$ cat src/rtl/bcd_press_counter.sv
// bcd_press_counter
//   Four-digit BCD event counter driven by one-cycle pulses from upstream
//   push-button detectors, with a time-multiplexed, active-low 4-digit
//   7-segment display driver.
//
// Parameters
//   REFRESH_DIV   : clock cycles each digit stays lit before the scan advances (>= 2)
//   BLANK_LEADING : 1 blanks leading zeros on digits 3..1, 0 shows every digit
//
// Ports
//   clk       : system clock, rising edge
//   reset     : asynchronous, active-high reset
//   inc       : +1 pulse (one cycle per count)
//   dec       : -1 pulse (one cycle per count)
//   clr       : synchronous clear, highest priority
//   count_bcd : current count, digit3 in [15:12] .. digit0 in [3:0]
//   anode     : active-low digit select, one-hot low
//   seg       : active-low segments {g,f,e,d,c,b,a}
module bcd_press_counter #(
  parameter int REFRESH_DIV   = 100000,
  parameter int BLANK_LEADING = 1
) (
  input  logic        clk,
  input  logic        reset,
  input  logic        inc,
  input  logic        dec,
  input  logic        clr,
  output logic [15:0] count_bcd,
  output logic [3:0]  anode,
  output logic [6:0]  seg
);

  localparam int RW = (REFRESH_DIV > 2) ? $clog2(REFRESH_DIV) : 1;
  localparam logic [RW-1:0] REFRESH_LAST = RW'(REFRESH_DIV - 1);

  logic [15:0]   r_count;
  logic [RW-1:0] r_refresh;
  logic [1:0]    r_scan;
  logic [3:0]    r_anode;
  logic [6:0]    r_seg;

  logic [15:0] w_count_inc;
  logic [15:0] w_count_dec;
  logic        w_carry;
  logic        w_borrow;
  logic [3:0]  w_digit;
  logic        w_blank;
  logic [6:0]  w_glyph;
  logic [3:0]  w_anode;

  function automatic logic [6:0] glyph(input logic [3:0] d);
    logic [6:0] g;
    case (d)
      4'd0:    g = 7'b1000000;
      4'd1:    g = 7'b1111001;
      4'd2:    g = 7'b0100100;
      4'd3:    g = 7'b0110000;
      4'd4:    g = 7'b0011001;
      4'd5:    g = 7'b0010010;
      4'd6:    g = 7'b0000010;
      4'd7:    g = 7'b1111000;
      4'd8:    g = 7'b0000000;
      4'd9:    g = 7'b0010000;
      default: g = 7'b1111111;
    endcase
    return g;
  endfunction

  // Digit-wise ripple: a digit rolls over only while every lower digit rolled.
  always_comb begin
    w_count_inc = r_count;
    w_count_dec = r_count;
    w_carry     = 1'b1;
    w_borrow    = 1'b1;
    for (int i = 0; i < 4; i++) begin
      if (w_carry) begin
        if (r_count[i*4 +: 4] == 4'd9) begin
          w_count_inc[i*4 +: 4] = 4'd0;
        end else begin
          w_count_inc[i*4 +: 4] = r_count[i*4 +: 4] + 4'd1;
          w_carry = 1'b0;
        end
      end
      if (w_borrow) begin
        if (r_count[i*4 +: 4] == 4'd0) begin
          w_count_dec[i*4 +: 4] = 4'd9;
        end else begin
          w_count_dec[i*4 +: 4] = r_count[i*4 +: 4] - 4'd1;
          w_borrow = 1'b0;
        end
      end
    end
  end

  // Blank a non-zero digit position when it and everything above it is zero,
  // i.e. the count shifted down to this digit is zero.
  always_comb begin
    w_digit = r_count[{r_scan, 2'b00} +: 4];
    w_blank = (BLANK_LEADING != 0) && (r_scan != 2'd0) &&
              ((r_count >> {r_scan, 2'b00}) == 16'd0);
    w_glyph = w_blank ? 7'b1111111 : glyph(w_digit);
    w_anode = 4'b1111;
    w_anode[r_scan] = 1'b0;
  end

  always_ff @(posedge clk or posedge reset) begin
    if (reset) begin
      r_count <= 16'h0000;
    end else if (clr) begin
      r_count <= 16'h0000;
    end else if (inc && !dec) begin
      r_count <= w_count_inc;
    end else if (dec && !inc) begin
      r_count <= w_count_dec;
    end
  end

  always_ff @(posedge clk or posedge reset) begin
    if (reset) begin
      r_refresh <= '0;
      r_scan    <= 2'd0;
    end else if (r_refresh == REFRESH_LAST) begin
      r_refresh <= '0;
      r_scan    <= r_scan + 2'd1;
    end else begin
      r_refresh <= r_refresh + 1'b1;
    end
  end

  // Display outputs are registered from the current scan/count, one cycle behind.
  always_ff @(posedge clk or posedge reset) begin
    if (reset) begin
      r_anode <= 4'b1110;
      r_seg   <= 7'b1000000;
    end else begin
      r_anode <= w_anode;
      r_seg   <= w_glyph;
    end
  end

  assign count_bcd = r_count;
  assign anode     = r_anode;
  assign seg       = r_seg;

endmodule

$ cat config.mk
export PLATFORM = sky130hd
export DESIGN_NAME = bcd_press_counter
export DESIGN_NICKNAME = d
export VERILOG_FILES = /design/src/rtl/bcd_press_counter.sv
export SDC_FILE = /design/constraint.sdc
export NUM_CORES = 1
export LEC_CHECK = 0
export ABC_CLOCK_PERIOD_IN_PS = 2300
export BUFFER_PORTS_ARGS = -buffer_cell sky130_fd_sc_hd__buf_2
export CAP_MARGIN = 20
export CORE_MARGIN = 10
export CORE_UTILIZATION = 53
export DETAILED_ROUTE_END_ITERATION = 8
export PLACE_DENSITY = 0.76
export SLEW_MARGIN = 20
export SYNTH_ARGS = -nofsm -noshare
export SYNTH_HDL_FRONTEND = slang
export SYNTH_SLANG_ARGS = --single-unit
$ cat constraint.sdc
create_clock -name clk -period 2.3 [get_ports clk]
set_clock_uncertainty 0.05 [all_clocks]
set_input_delay 0.115 -clock clk [delete_from_list [all_inputs] [get_ports clk]]
set_output_delay 0.115 -clock clk [all_outputs]
set_load 0.1 [all_outputs]
## Word-level counts from Yosys, hierarchy flattened

Memories as Yosys holds them, arrays and structs flattened.
Cells that the tools add are included.
W data, S select, Z words.

- Bitwise logic cells: 1
- Shifts and indexed selects: 2
- Equal/unequal tests: 8
- Magnitude comparators: 2
- Mux-type cells: 31
- Reductions and logical operators: 19
- Add/sub/neg operators: 10

Operator list:

| kind | count |
|---|---|
| $mux W4 | 14 |
| $mux W16 | 3 |
| $add A17 B1 Y17 const B | 1 |
| $eq A17 B17 Y1 const B | 1 |
| $mux W17 | 1 |
| $add A4 B1 Y4 const B | 4 |
| $eq A4 B4 Y1 const B | 4 |
| $logic_not A16 Y1 | 1 |
| $logic_not A4 Y1 | 4 |
| $shiftx A16 B5 Y4 | 1 |
| $shr A16 B4 Y16 | 1 |
| $sub A4 B1 Y4 const B | 4 |
| $reduce_bool A3 Y1 | 4 |
| $mux W1 | 11 |
| $ne A3 B2 Y1 const B | 3 |
| $reduce_and A3 Y1 | 3 |
| $mux W7 | 1 |
| $logic_and A1 B1 Y1 | 4 |
| $not A4 Y4 | 1 |
| $lt A2 B3 Y1 const B | 1 |
| $add A2 B1 Y2 const B | 1 |
| $demux W1 S2 | 1 |
| $ge A2 B1 Y1 const B | 1 |
| $logic_not A1 Y1 | 2 |
| $reduce_bool A2 Y1 | 1 |

- Bits in read-only memories: 112
- Memories: 1
- Logic and storage cells: 82
- Register bits after elaboration: 46
- Output and inout bits: 27

Memories:

| name | words | width | read ports | clocked after Yosys merged registers in | write ports | RTL line | RTL |
|---|---|---|---|---|---|---|---|
| (no name shown) | 16 | 7 | 1 | 0 | 0 | 53 | `case (d)` |

## Depth between registers and ports, before layout

- Word-level depth: 8
- Depth in mapped cells: 9
- Mapped depth without buffers: 8

## Least setup slack after synthesis

OpenSTA, ideal clock, no wires.

- Kind: reg-to-reg
- Start point: register r_count[5] (netlist: count_bcd[5])
- End point: register r_seg[6] (netlist: seg[6])
- Data arrival time: 2622 ps
- Setup slack: -451 ps
- Cell stages (with the launch flop): 9
- Path buffers: 1
- Cell sequence: dfrtp_1 -> clkbuf_1 -> mux4_2 -> inv_1 -> ha_1 -> inv_1 -> or4_1 -> a221o_1 -> o21ai_0

- Longest elaborated chain between the ends: 4

Ends and longest elaborated chain:

| item | RTL line | RTL |
|---|---|---|
| start: declaration | 36 | `logic [15:0] r_count;` |
| start signal: assignment | 112 | `r_count <= w_count_inc;` |
| start signal: assignment | 114 | `r_count <= w_count_dec;` |
| parallel branches: the longest is 3 deep, another holds $mem_v2 Z16 W7 | n/a |  |
| $mux W7 (*) | 101 | `w_glyph = w_blank ? 7'b1111111 : glyph(w_digit);` |
| via w_glyph[6] | 48 | `logic [6:0] w_glyph;` |
| end signal: assignment | 137 | `r_seg <= w_glyph;` |
| end: declaration | 40 | `logic [6:0] r_seg;` |

Mark *: on every way through the listed nets, which the timed path passes.
A chain may end at the register's enable or synchronous reset.

## Worst setup path in the final report

- Start point: register r_count[5] (netlist: count_bcd[5])
- End point: register r_seg[0] (netlist: seg[0])

The elaborated chain is that of the path after synthesis.

==> results_dict.tcl <==
set metrics [dict create \
    yosys.area.top_type "dfrtp_1" \
    whs_ps 106 \
    crit_fanout 7 \
    ys_ff_latch 46 \
    period_minus_slack_ps 2230 \
    grt_remaining_overflow 0 \
    grt_max_degree 23 \
    cts_tree "done" \
    detail-route-antenna-nets 0 \
    drt_pass1_iterations 4 \
    p_leak_nw 1.56 \
    routedWlPerCell_um 16.1 \
    postPlaceCellArea_mm2 0.00333 \
    synth.most_common_cell "dfrtp_1" \
    area_delta_synth_final_pct 15.6 \
    p_sw_share_pct 56.6 \
    cpPeakStageDelay_ps 490 \
    fin_tns_setup_ps 0 \
    grt_pass1_wl_mm 11.9 \
    synth_top_area_share_pct 35.1 \
    insertion_delay_ps 300 \
    drc_errors 0 \
    fmax_ghz 0.448 \
    synthTopCellsByCount "42 x dfrtp_1, 36 x nor2_1, 25 x inv_1, 24 x ha_1, 22 x o21ai_0" \
    synthFlopType "dfrtp_1" \
    critPathSlowestCell "dfrtp_4" \
    die-width_um 95.2 \
    wl_mm 7.08 \
    synthCells 326 \
    busiest_layer "met2" \
    core_mm2 0.00551 \
    final_area_mm2 0.00346 \
    clk_pin_slew_worst_paths_ps 90 \
    fp.dieH_um 95.2 \
    cap_violations 0 \
    ios 32 \
    grtUsageTotal_pct 16.2 \
    worst_slew_pin_slew_ps 506 \
    status "finished, final reports clean" \
    cp_common_cell "inv_2" \
    port_buffers 31 \
    min_period_over_period_pct 97.0 \
    synth-edff-count 0 \
    intPower_w 0.00203 \
    use_met1_pct 20.7 \
    rows 27 \
    power_frac_clock_pct 12.9 \
    p_seq_share_pct 26.6 \
    diodes 0 \
    grt_use_met2_pct 26.1 \
    synth.top_cells.by_area "dfrtp_1 35%, ha_1 10%, nor2_1 4.5%" \
    h-tree-depth 2 \
    syn_avg_cell_area_um2 9.20 \
    setup_viol 0 \
    cts_buffer_depth 2 \
    cts_made_buffers 5 \
    syn_area_mm2 0.00300 \
    vdd_drop_max_v 0.00103 \
    start_kind "register" \
    powerDensity_mw_per_mm2 1350 \
    final_nets 396 \
    antenna_found_initial 0 \
    initial_core_util_pct 54.4 \
    end_kind "register" \
    holdCritPathClass "input port to register" \
    synth_warnings 0 \
    crit_family "flip-flops" \
    path_cells "mux4_2 > inv_2 > ha_4 > inv_2 > or4_1 > a221o_1 > o21ai_1" \
    synthArstFlopShare_pct 100 \
    syn_nets 355 \
    post-dp-hpwl_mm 5.30 \
    vias 2512 \
    met3_usage_pct 3.14 \
    relSlewSlack_pct 66.5 \
    final_hold_viol_count 0 \
    yosysUniqueCellTypes 55 \
    yosysSeqAreaShare_pct 38.6 \
    gp_congestion 0.900 \
    required_ps 2480 \
    die_area_mm2 0.00906 \
    path_buf_inv 2 \
    vias_per_cell 5.71 \
    slew_viol_final 0 \
    cts_sinks 46 \
    arrival_ps 2410 \
    grt_pass1_vias 2481 \
    power_switching_w 0.00265 \
    p_comb_share_pct 60.5 \
    path_class "register to register" \
    initialDrtViolationCount 176 \
    drive_gt1_share_pct 25.0 \
    cts-root-buf "clkbuf_8" \
    rsz0062_at_grt "true" \
    fin_util_pct 62.9 \
]
-- layout by cell type, fill, tap and decap left out, types with 6 or more instances in the layout --
| master | n |
|---|---|
| nor2_1 | 35 |
| buf_2 | 31 |
| dfrtp_1 | 29 |
| inv_1 | 22 |
| ha_1 | 22 |
| a21oi_1 | 20 |
| o21ai_0 | 19 |
| buf_4 | 19 |
| nand2_1 | 13 |
| dfrtp_2 | 12 |
| xnor2_1 | 10 |
| nand4_1 | 8 |
| o31ai_1 | 7 |
| nand3_1 | 7 |
| xor2_1 | 7 |
| and3_1 | 6 |
| nor3_1 | 6 |
-- cells by family (layout without fill, tap and decap cells) --
family,Yosys count,after routing,share of synthesized area [%]
fa+ha+maj,24,24,10.0
buf+inv,42,84,5.84
simple gates,112,112,20.0
xor+xnor,17,17,4.97
flops,46,46,38.6
compound gates,76,76,15.9
mux,9,9,4.72
-- stage by stage --
step                std cells  setup WS (ps)  power [W]
floorplan                 326           -200    0.00350
global placement          430            158    0.00403
detailed placement        430           75.6    0.00407
CTS                       439           47.3    0.00469
global route              440          -32.0    0.00496
finish                    440           69.4    0.00468
-- what timing repair did --
action | CTS | global route
hold endpoints to repair | 9 | 0
hold buffers | 1 | 0
gates resized for setup | 0 | 6
setup endpoints to repair | 0 | 7
buffers inserted | 0 | 1
-- state kept, by name (all words and copies together), names as in the netlist --
| register | count |
|---|---|
| anode | 4 |
| count_bcd | 16 |
| seg | 7 |
| r_scan | 2 |
| r_refresh | 17 |
-- area by class of cell --
type	instances	area [um2]
Fill cell	473	2040
Inverter	25	93.8
Multi-Input combinational cell	238	1680
Clock inverter	3	45.0
Clock buffer	5	68.8
Timing Repair Buffer	51	308
Sequential cell	46	1170
Tap cell	72	90.1
-- power by group through the flow --
stage,Clock [W],Sequential [W],Combinational (W)
6_report,0.000605,0.00124,0.00283
5_1_grt,0.000652,0.00128,0.00303
4_1_cts,0.000624,0.00124,0.00282
3_5_place_dp,0,0.00126,0.00281
3_3_place_gp,0,0.00124,0.00278
2_1_floorplan,0,0.00244,0.00106
-- worst paths after layout --
check,from,endpoint,slack (ps),depth (start not counted)
setup / recovery,count_bcd[5],seg[0],70,7
hold / removal,clr,count_bcd[0],110,2
setup reg to reg,count_bcd[5],seg[0],70,7
hold reg to reg,r_refresh[0],r_refresh[0],430,1
max in group asynchronous,reset,count_bcd[5],1340,4
min in group asynchronous,reset,r_refresh[11],240,3
-- worst register-to-register path, delay by kind of cell, from the launching register on --
family          cells  cell delay [ps]
flops               1              490
mux                 1              490
compound gates      2              460
simple gates        1              400
buf+inv             2              140
fa+ha+maj           1              120
-- layer usage --
metal / up-vias / share of wire, %
met5: - / 0
met4: 0 / 1.9
met3: 12 / 7.0
met2: 82 / 48
met1: 1183 / 44
li1: 1235 / -
(Power assumes the default switching activity.)
